`src/rtl/bram_uart_tx.sv`:
```
// Streams a range of BRAM bytes out of an 8N1 UART transmitter, one byte per frame,
// from start_addr up to LAST_ADDR, with a fixed idle gap between frames.
module bram_uart_tx #(
  parameter int unsigned CLK_FREQ     = 100_000_000,
  parameter int unsigned BAUD_RATE    = 115_200,
  parameter int unsigned DIV_BIT      = CLK_FREQ / BAUD_RATE,
  parameter int unsigned LAST_ADDR    = 16383,
  parameter int unsigned READ_LATENCY = 2
) (
  input  logic        clk,
  input  logic        reset,
  input  logic        start,
  input  logic [13:0] start_addr,
  input  logic [7:0]  dout,
  output logic        ena_imtx,
  output logic        wea_imtx,
  output logic [13:0] addr_imtx,
  output logic        TxD,
  output logic        busy,
  output logic        ImTxComplete
);

  localparam int unsigned ADDR_W  = 14;
  localparam int unsigned FRAME_W = 10;
  localparam int unsigned BIT_W   = 4;
  localparam int unsigned BAUD_W  = (DIV_BIT > 1) ? $clog2(DIV_BIT) : 1;
  localparam int unsigned WAIT_W  = (READ_LATENCY > 1) ? $clog2(READ_LATENCY) : 1;

  localparam logic [BAUD_W-1:0] BAUD_LAST = BAUD_W'(DIV_BIT - 1);
  localparam logic [WAIT_W-1:0] WAIT_LAST = WAIT_W'(READ_LATENCY - 1);
  localparam logic [BIT_W-1:0]  BIT_LAST  = BIT_W'(FRAME_W - 1);
  localparam logic [ADDR_W-1:0] ADDR_LAST = ADDR_W'(LAST_ADDR);

  typedef enum logic [2:0] {
    IDLE,
    FETCH,
    LOAD,
    SEND,
    NEXT
  } state_t;

  state_t              state, state_n;
  logic [FRAME_W-1:0]  shift, shift_n;
  logic [BIT_W-1:0]    bit_cnt, bit_n;
  logic [BAUD_W-1:0]   baud_cnt, baud_n;
  logic [WAIT_W-1:0]   wait_cnt, wait_n;
  logic [ADDR_W-1:0]   addr_n;
  logic                complete_n;
  logic                txd_n;
  logic                busy_n;
  logic                ena_n;

  // The BRAM is read-only from this block.
  assign wea_imtx = 1'b0;

  always_ff @(posedge clk) begin
    if (reset) state <= IDLE;
    else       state <= state_n;
  end

  // Next-state, datapath and next-output logic.
  always_comb begin
    state_n    = state;
    shift_n    = shift;
    bit_n      = bit_cnt;
    baud_n     = baud_cnt;
    wait_n     = wait_cnt;
    addr_n     = addr_imtx;
    complete_n = ImTxComplete;

    case (state)
      IDLE: begin
        if (start) begin
          addr_n     = start_addr;
          complete_n = 1'b0;
          wait_n     = '0;
          state_n    = FETCH;
        end
      end
      FETCH: begin
        if (wait_cnt == WAIT_LAST) begin
          wait_n  = '0;
          state_n = LOAD;
        end else begin
          wait_n = wait_cnt + WAIT_W'(1);
        end
      end
      LOAD: begin
        shift_n = {1'b1, dout, 1'b0};
        bit_n   = '0;
        baud_n  = '0;
        state_n = SEND;
      end
      SEND: begin
        if (baud_cnt == BAUD_LAST) begin
          baud_n  = '0;
          shift_n = {1'b1, shift[FRAME_W-1:1]};
          bit_n   = bit_cnt + BIT_W'(1);
          if (bit_cnt == BIT_LAST) state_n = NEXT;
        end else begin
          baud_n = baud_cnt + BAUD_W'(1);
        end
      end
      NEXT: begin
        // An out-of-range start address still ends here instead of wrapping.
        if (addr_imtx >= ADDR_LAST) begin
          complete_n = 1'b1;
          state_n    = IDLE;
        end else begin
          addr_n  = addr_imtx + ADDR_W'(1);
          state_n = FETCH;
        end
      end
      default: state_n = IDLE;
    endcase

    // Outputs are registered from the next state so they line up with the state.
    txd_n  = (state_n == SEND) ? shift_n[0] : 1'b1;
    busy_n = (state_n != IDLE);
    ena_n  = (state_n == FETCH);
  end

  always_ff @(posedge clk) begin
    if (reset) begin
      shift        <= '0;
      bit_cnt      <= '0;
      baud_cnt     <= '0;
      wait_cnt     <= '0;
      addr_imtx    <= '0;
      ImTxComplete <= 1'b0;
      TxD          <= 1'b1;
      busy         <= 1'b0;
      ena_imtx     <= 1'b0;
    end else begin
      shift        <= shift_n;
      bit_cnt      <= bit_n;
      baud_cnt     <= baud_n;
      wait_cnt     <= wait_n;
      addr_imtx    <= addr_n;
      ImTxComplete <= complete_n;
      TxD          <= txd_n;
      busy         <= busy_n;
      ena_imtx     <= ena_n;
    end
  end

endmodule

```
`config.mk`:
```
export PLATFORM = sky130hd
export DESIGN_NAME = bram_uart_tx
export DESIGN_NICKNAME = d
export VERILOG_FILES = /design/src/rtl/bram_uart_tx.sv
export SDC_FILE = /design/constraint.sdc
export NUM_CORES = 1
export LEC_CHECK = 0
export ABC_AREA = 1
export CAP_MARGIN = 20
export CELL_PAD_IN_SITES_DETAIL_PLACEMENT = 0
export CELL_PAD_IN_SITES_GLOBAL_PLACEMENT = 1
export CORE_ASPECT_RATIO = 0.8
export CORE_UTILIZATION = 40
export DETAILED_ROUTE_END_ITERATION = 10
export PLACE_DENSITY = 0.89
export SLEW_MARGIN = 40
export SYNTH_ARGS = -nofsm -noshare
export SYNTH_HDL_FRONTEND = slang
export SYNTH_SLANG_ARGS = --single-unit
```
`constraint.sdc`:
```
create_clock -name clk -period 2.7 [get_ports clk]
set_clock_uncertainty 0.1 [all_clocks]
set_input_delay 0.81 -clock clk [delete_from_list [all_inputs] [get_ports clk]]
set_output_delay 0.81 -clock clk [all_outputs]
set_load 0.005 [all_outputs]
```
==> impl_metrics.json, run 1 <==
{
  "setup_violations": 0,
  "netlist_area_sq_um": 2450,
  "crit-reg2reg-launch": "state[0]",
  "worstPathArrival_ps": 1340,
  "path_class": "reg -> out",
  "post_cts_buffers": 0,
  "syn_inst": 351,
  "hold_viol": 0,
  "finalCriticalPeriod_ps": 2250,
  "die_h_um": 72,
  "grt_pass1_vias": 1978,
  "crit_family": "buffers and inverters",
  "maxCapViolations": 0,
  "max_stage_delay_ps": 560,
  "async_flop_share_pct": 0,
  "vias_per_cell": 4.82,
  "synth_fa_ha_area_share_pct": 2.04,
  "firstDrtPassIters": 5,
  "worst_pin_slew_ps": 597,
  "cts_tree": "done",
  "final_max_slew_viol_count": 0,
  "holdBufCountCts": 0,
  "max_freq_mhz": 444,
  "area_delta_synth_final_pct": 21.3,
  "post-route-period-util_pct": 83.4,
  "layout.nets": 417,
  "r2r_setup_slack_ps": 570,
  "clkSinkCount": 46,
  "synth_mux_area_share_pct": 0,
  "min_from": "shift[0]",
  "ys_seq_elements": 46,
  "cts_buffer_depth": 2,
  "cts-htree-levels": 2,
  "status": "complete, no violations",
  "avgSynthCellArea_sq_um": 6.98,
  "num_antenna_cells": 0,
  "gr-usage-all-layers_pct": 18.6,
  "clock_tree.root_cell": "clkbuf_8",
  "synthSimpleGateAreaFrac_pct": 34.4,
  "drt-total-wl_um": 5710,
  "path_buf_inv": 1,
  "die-width_um": 89.5,
  "cts-buffers-inserted": 5,
  "power_density_nw_per_um2": 503,
  "portBuffers": 42,
  "grt_max_degree": 25,
  "synth-edff-count": 0,
  "start_kind": "flop",
  "drive_above_1_share_pct": 8.74,
  "synth_top_family_by_area": "simple AND/OR/NAND/NOR gates",
  "rsz0062_at_grt": "no",
  "vias": 2266,
  "final_util_pct": 50.3,
  "seq_area_frac_synth_pct": 37.6,
  "hold_path.class": "reg -> reg",
  "grt_first_pass_wirelength_um": 9360,
  "cp.required_ps": 1790,
  "p_leak_nw": 1.15,
  "overflow": 0,
  "holdPathStages": 2,
  "antenna_found_initial": 0,
  "pin_count": 44,
  "synth_xor_area_share_pct": 3.58,
  "clk_pin_slew_ps": 90,
  "crit_path_end_kind": "primary output",
  "min_to": "TxD",
  "irDropWorstVdd_uv": 240,
  "insertion_delay_ps": 290,
  "synth-compound-area-share_pct": 13.7,
  "crit_slowest_cell": "clkdlybuf4s50_1",
  "r2r_end": "ena_imtx",
  "rows": 25,
  "cts-resized-gates": 0,
  "total_power_mw": 1.49,
  "synth_ff_type": "dfxtp_1",
  "crit_chain": "clkdlybuf4s50_1",
  "slew_headroom_pct": 60.2,
  "die_area_sq_um": 6440,
  "cp_max_fo": 8,
  "start_util_pct": 41.4,
  "fin_tns_setup_ps": 0,
  "syn-num-nets": 380,
  "reg2regPathDepth": 9,
  "fp.coreArea_sq_um": 5910,
  "detail-route-antenna-nets": 0,
  "drt_iter0_drc": 171,
  "dp_hpwl_um": 4060,
  "netlist-cell-type-count": 33,
  "drc": 0,
  "yosysWarnings": 0,
  "post_drt_wl_per_cell_um": 12.1,
  "gp_congestion": 0.830
}
[power by group]
part / switching [mW] / internal (mW) / leakage, nW
clock network: 0.237 / 0.183 / 0.0452
registers: 0.0567 / 0.728 / 0.375
logic: 0.144 / 0.145 / 0.726
total: 0.438 / 1.06 / 1.15
[layout by cell type (no fill, tap or decap), drive strengths merged]
cell type,count
and2,1
clkinv,2
inv,30
buf,1
conb,1
a31oi,8
ha,4
a211oi,1
clkbuf,6
dfxtp,46
o22ai,2
nand4,8
o21ai,25
xnor2,4
nor2,40
nand3,23
nand2,106
o21bai,1
or2,1
clkdlybuf4s50,42
nor4,1
a21oi,25
nor3,4
a21o,1
xor2,6
[kinds of logic (layout without fill, tap and decap cells)]
kind of cell / after synthesis / after routing
AO/OA/AOI/OAI: 63 / 63
AND/OR/NAND/NOR: 184 / 184
XOR/XNOR: 10 / 10
flip-flops: 46 / 46
adder cells (fa/ha/maj): 4 / 4
buffers and inverters: 43 / 81
other: 1 / 1
[through the flow]
step	setup WS, ps	cells	cell area, sq um	hold slack, ps
floorplan	1100	351	2450	327
global placement	355	462	2890	347
detailed placement	264	462	2890	356
CTS	430	470	2970	380
global route	342	470	2970	406
finish	447	470	2970	380
[routing by layer]
metal | routed length (um) | GRT usage, % | part of all wire (%) | up-vias
met5 | 0 | 0 | 0 | -
met1 | 3050 | 28.3 | 53 | 1005
li1 | - | - | - | 1214
met2 | 2370 | 27.4 | 42 | 45
met4 | 19 | 3.17 | 0.33 | 0
met3 | 265 | 3.87 | 4.6 | 2
[flip-flops by register name, summed over array words and instances, names as in the netlist]
signal        cells
state             3
ImTxComplete      1
wait_cnt          1
bit_cnt           4
baud_cnt         10
TxD               1
shift            10
addr_imtx        14
busy              1
ena_imtx          1
[synth_stat cells, types with 4 or more instances]
master	count	area, sq um
clkbuf_1	4	15.0
a31oi_1	8	50.1
buf_6	5	56.3
nand2_2	7	43.8
dfxtp_1	46	921
xnor2_1	4	35.0
o21ai_0	25	125
inv_2	5	18.8
nor2_2	4	25.0
nand3_1	23	115
nand2_1	97	364
a21oi_1	25	125
xor2_1	6	52.6
nor2_1	32	120
ha_1	4	50.1
inv_1	24	90.1
nand4_1	8	50.1
[how the worst max path moves through the flow]
stage                             from       endpoint  slack (ps)  cells past startpoint
after floorplan                  start  addr_imtx[12]        1100                      6
after global placement           start       ena_imtx         360                      7
after detailed placement         start       ena_imtx         260                      7
after CTS                 addr_imtx[9]   addr_imtx[9]         430                      1
after global routing          state[0]       ena_imtx         340                      9
final                     addr_imtx[9]   addr_imtx[9]         450                      1
[cell type report]
cell class              count  area, sq um
clock buffers               6         72.6
clock inverters             2         13.8
fillers                   610         2940
inverters                  30          115
multi-input cells         262         1320
flip-flops and latches     46          921
well taps                  81          101
repair buffers             43          428
Power figures use the tool's default switching activity.
==> run 2: changes to the inputs <==
- CORE_UTILIZATION: 40 -> 34
- PLACE_DENSITY: 0.89 -> 0.81
- clock period: 2.7 -> 2 ns (I/O delays scaled with it)
==> impl_metrics.json, run 2 (synthesis results as in run 1) <==
{
  "status": "complete, no violations",
  "maxCapViolations": 0,
  "top_register": "addr_imtx",
  "post-route-period-util_pct": 97.4,
  "num_antenna_cells": 0,
  "top_regs": "addr_imtx (14), baud_cnt (10), shift (10)",
  "drc": 0,
  "clock_tree.root_cell": "clkbuf_8",
  "crit_path_end_kind": "primary output",
  "cp_max_fo": 4,
  "grt_pass1_vias": 2223,
  "overflow": 0,
  "grt_first_pass_wirelength_um": 10500,
  "gr-usage-all-layers_pct": 17.0,
  "cts_buffer_depth": 2,
  "firstDrtPassIters": 4,
  "finalCriticalPeriod_ps": 1950,
  "setup_violations": 0,
  "cts-htree-levels": 2,
  "fin_tns_setup_ps": 0,
  "area_delta_synth_final_pct": 25.9,
  "grt_max_degree": 22,
  "clkSinkCount": 46,
  "hold_path.class": "reg -> reg",
  "pin_count": 44,
  "power_density_nw_per_um2": 671,
  "layout_commonest_cell": "nand2_1",
  "p_leak_nw": 1.21,
  "die_area_sq_um": 7550,
  "clk_pin_slew_ps": 90,
  "dp_hpwl_um": 4390,
  "cts-buffers-inserted": 5,
  "layout.nets": 426,
  "worstPathArrival_ps": 1250,
  "cp.required_ps": 1300,
  "rsz0062_at_grt": "no",
  "path_class": "reg -> out",
  "dp.cells": 477,
  "rows": 27,
  "final_cell_mix": "97 x nand2_1, 42 x clkdlybuf4s50_1, 36 x dfxtp_1",
  "portBuffers": 42,
  "fin_cells": 485,
  "irDropWorstVdd_uv": 425,
  "final_max_slew_viol_count": 0,
  "insertion_delay_ps": 300,
  "cts_tree": "done",
  "post-route-cell-area_sq_um": 3090,
  "largest_reg_flops": 14,
  "fp.coreArea_sq_um": 6930,
  "gp_congestion": 0.813,
  "max_freq_mhz": 513,
  "detail-route-antenna-nets": 0,
  "final_util_pct": 44.6,
  "vias_per_cell": 4.75,
  "vias": 2305,
  "antenna_found_initial": 0,
  "drt-total-wl_um": 6010,
  "start_kind": "flop",
  "start_util_pct": 35.4,
  "placed_area_sq_um": 2990,
  "hold_viol": 0,
  "drt_iter0_drc": 95,
  "post_drt_wl_per_cell_um": 12.4,
  "die_h_um": 77.9,
  "die-width_um": 96.9,
  "drive_above_1_share_pct": 13.6
}
-- run 2: changes by cell type in the layout (fill, tap and decap cells not counted), moves of 2 or more --
cell	delta
buf_12	+2
dfxtp_2	+10
buf_4	+7
dfxtp_1	-10
-- run 2: cell type report --
type	instances	area [sq um]
clock inverters	3	18.8
fillers	717	3840
flip-flops and latches	46	933
multi-input cells	262	1320
clock buffers	5	68.8
repair buffers	52	520
inverters	30	115
well taps	87	109
-- run 2: stage by stage --
step	power [mW]	hold WS (ps)	worst slack (ps)
6_report	2.07	373	52.4
5_1_grt	2.20	400	6.37
4_1_cts	2.09	374	4.14
3_5_place_dp	1.51	340	24.1
3_3_place_gp	1.51	345	22.9
2_1_floorplan	1.29	327	423
-- run 2: worst paths after layout --
check	depth (start not counted)	startpoint	slack [ps]	end
worst max-delay path	2	addr_imtx[0]	50	addr_imtx[0]
worst min-delay path	2	shift[0]	370	TxD
worst max register to register	10	addr_imtx[1]	240	busy
worst min register to register	2	shift[0]	370	TxD
-- run 2: worst max-delay path, stage by stage, from the launching register on --
cell and delay, ps:
dfxtp_1 340, buf_4 120, clkdlybuf4s50_1 490
-- run 2: metal layers --
| metal | up-vias | global-route usage [%] | wire [um] |
|---|---|---|---|
| li1 | 1235 | - | - |
| met1 | 1021 | 24.3 | 3170 |
| met2 | 40 | 25.9 | 2550 |
| met3 | 9 | 3.06 | 225 |
| met4 | 0 | 4.93 | 57 |
| met5 | - | 0 | 0 |
-- run 2: report_power, final --
| group | internal, mW | switching [mW] | total, mW | leakage, nW |
|---|---|---|---|---|
| sequential | 0.988 | 0.0731 | 1.06 | 0.378 |
| combinational | 0.227 | 0.205 | 0.432 | 0.779 |
| clock | 0.247 | 0.330 | 0.577 | 0.0483 |
| total | 1.46 | 0.608 | 2.07 | 1.21 |
-- run 2: what timing repair did --
item | in CTS | in global routing
setup buffers | 0 | 0
gates resized for setup | 4 | 6
hold buffers | 0 | 0
endpoints found under the setup margin | 4 | 6
==> run 3: changes to the inputs <==
- CTS_CLUSTER_SIZE: not set -> 20
==> results of run 3 <==
The final DEF is identical to that of run 2; final timing and power are the same.
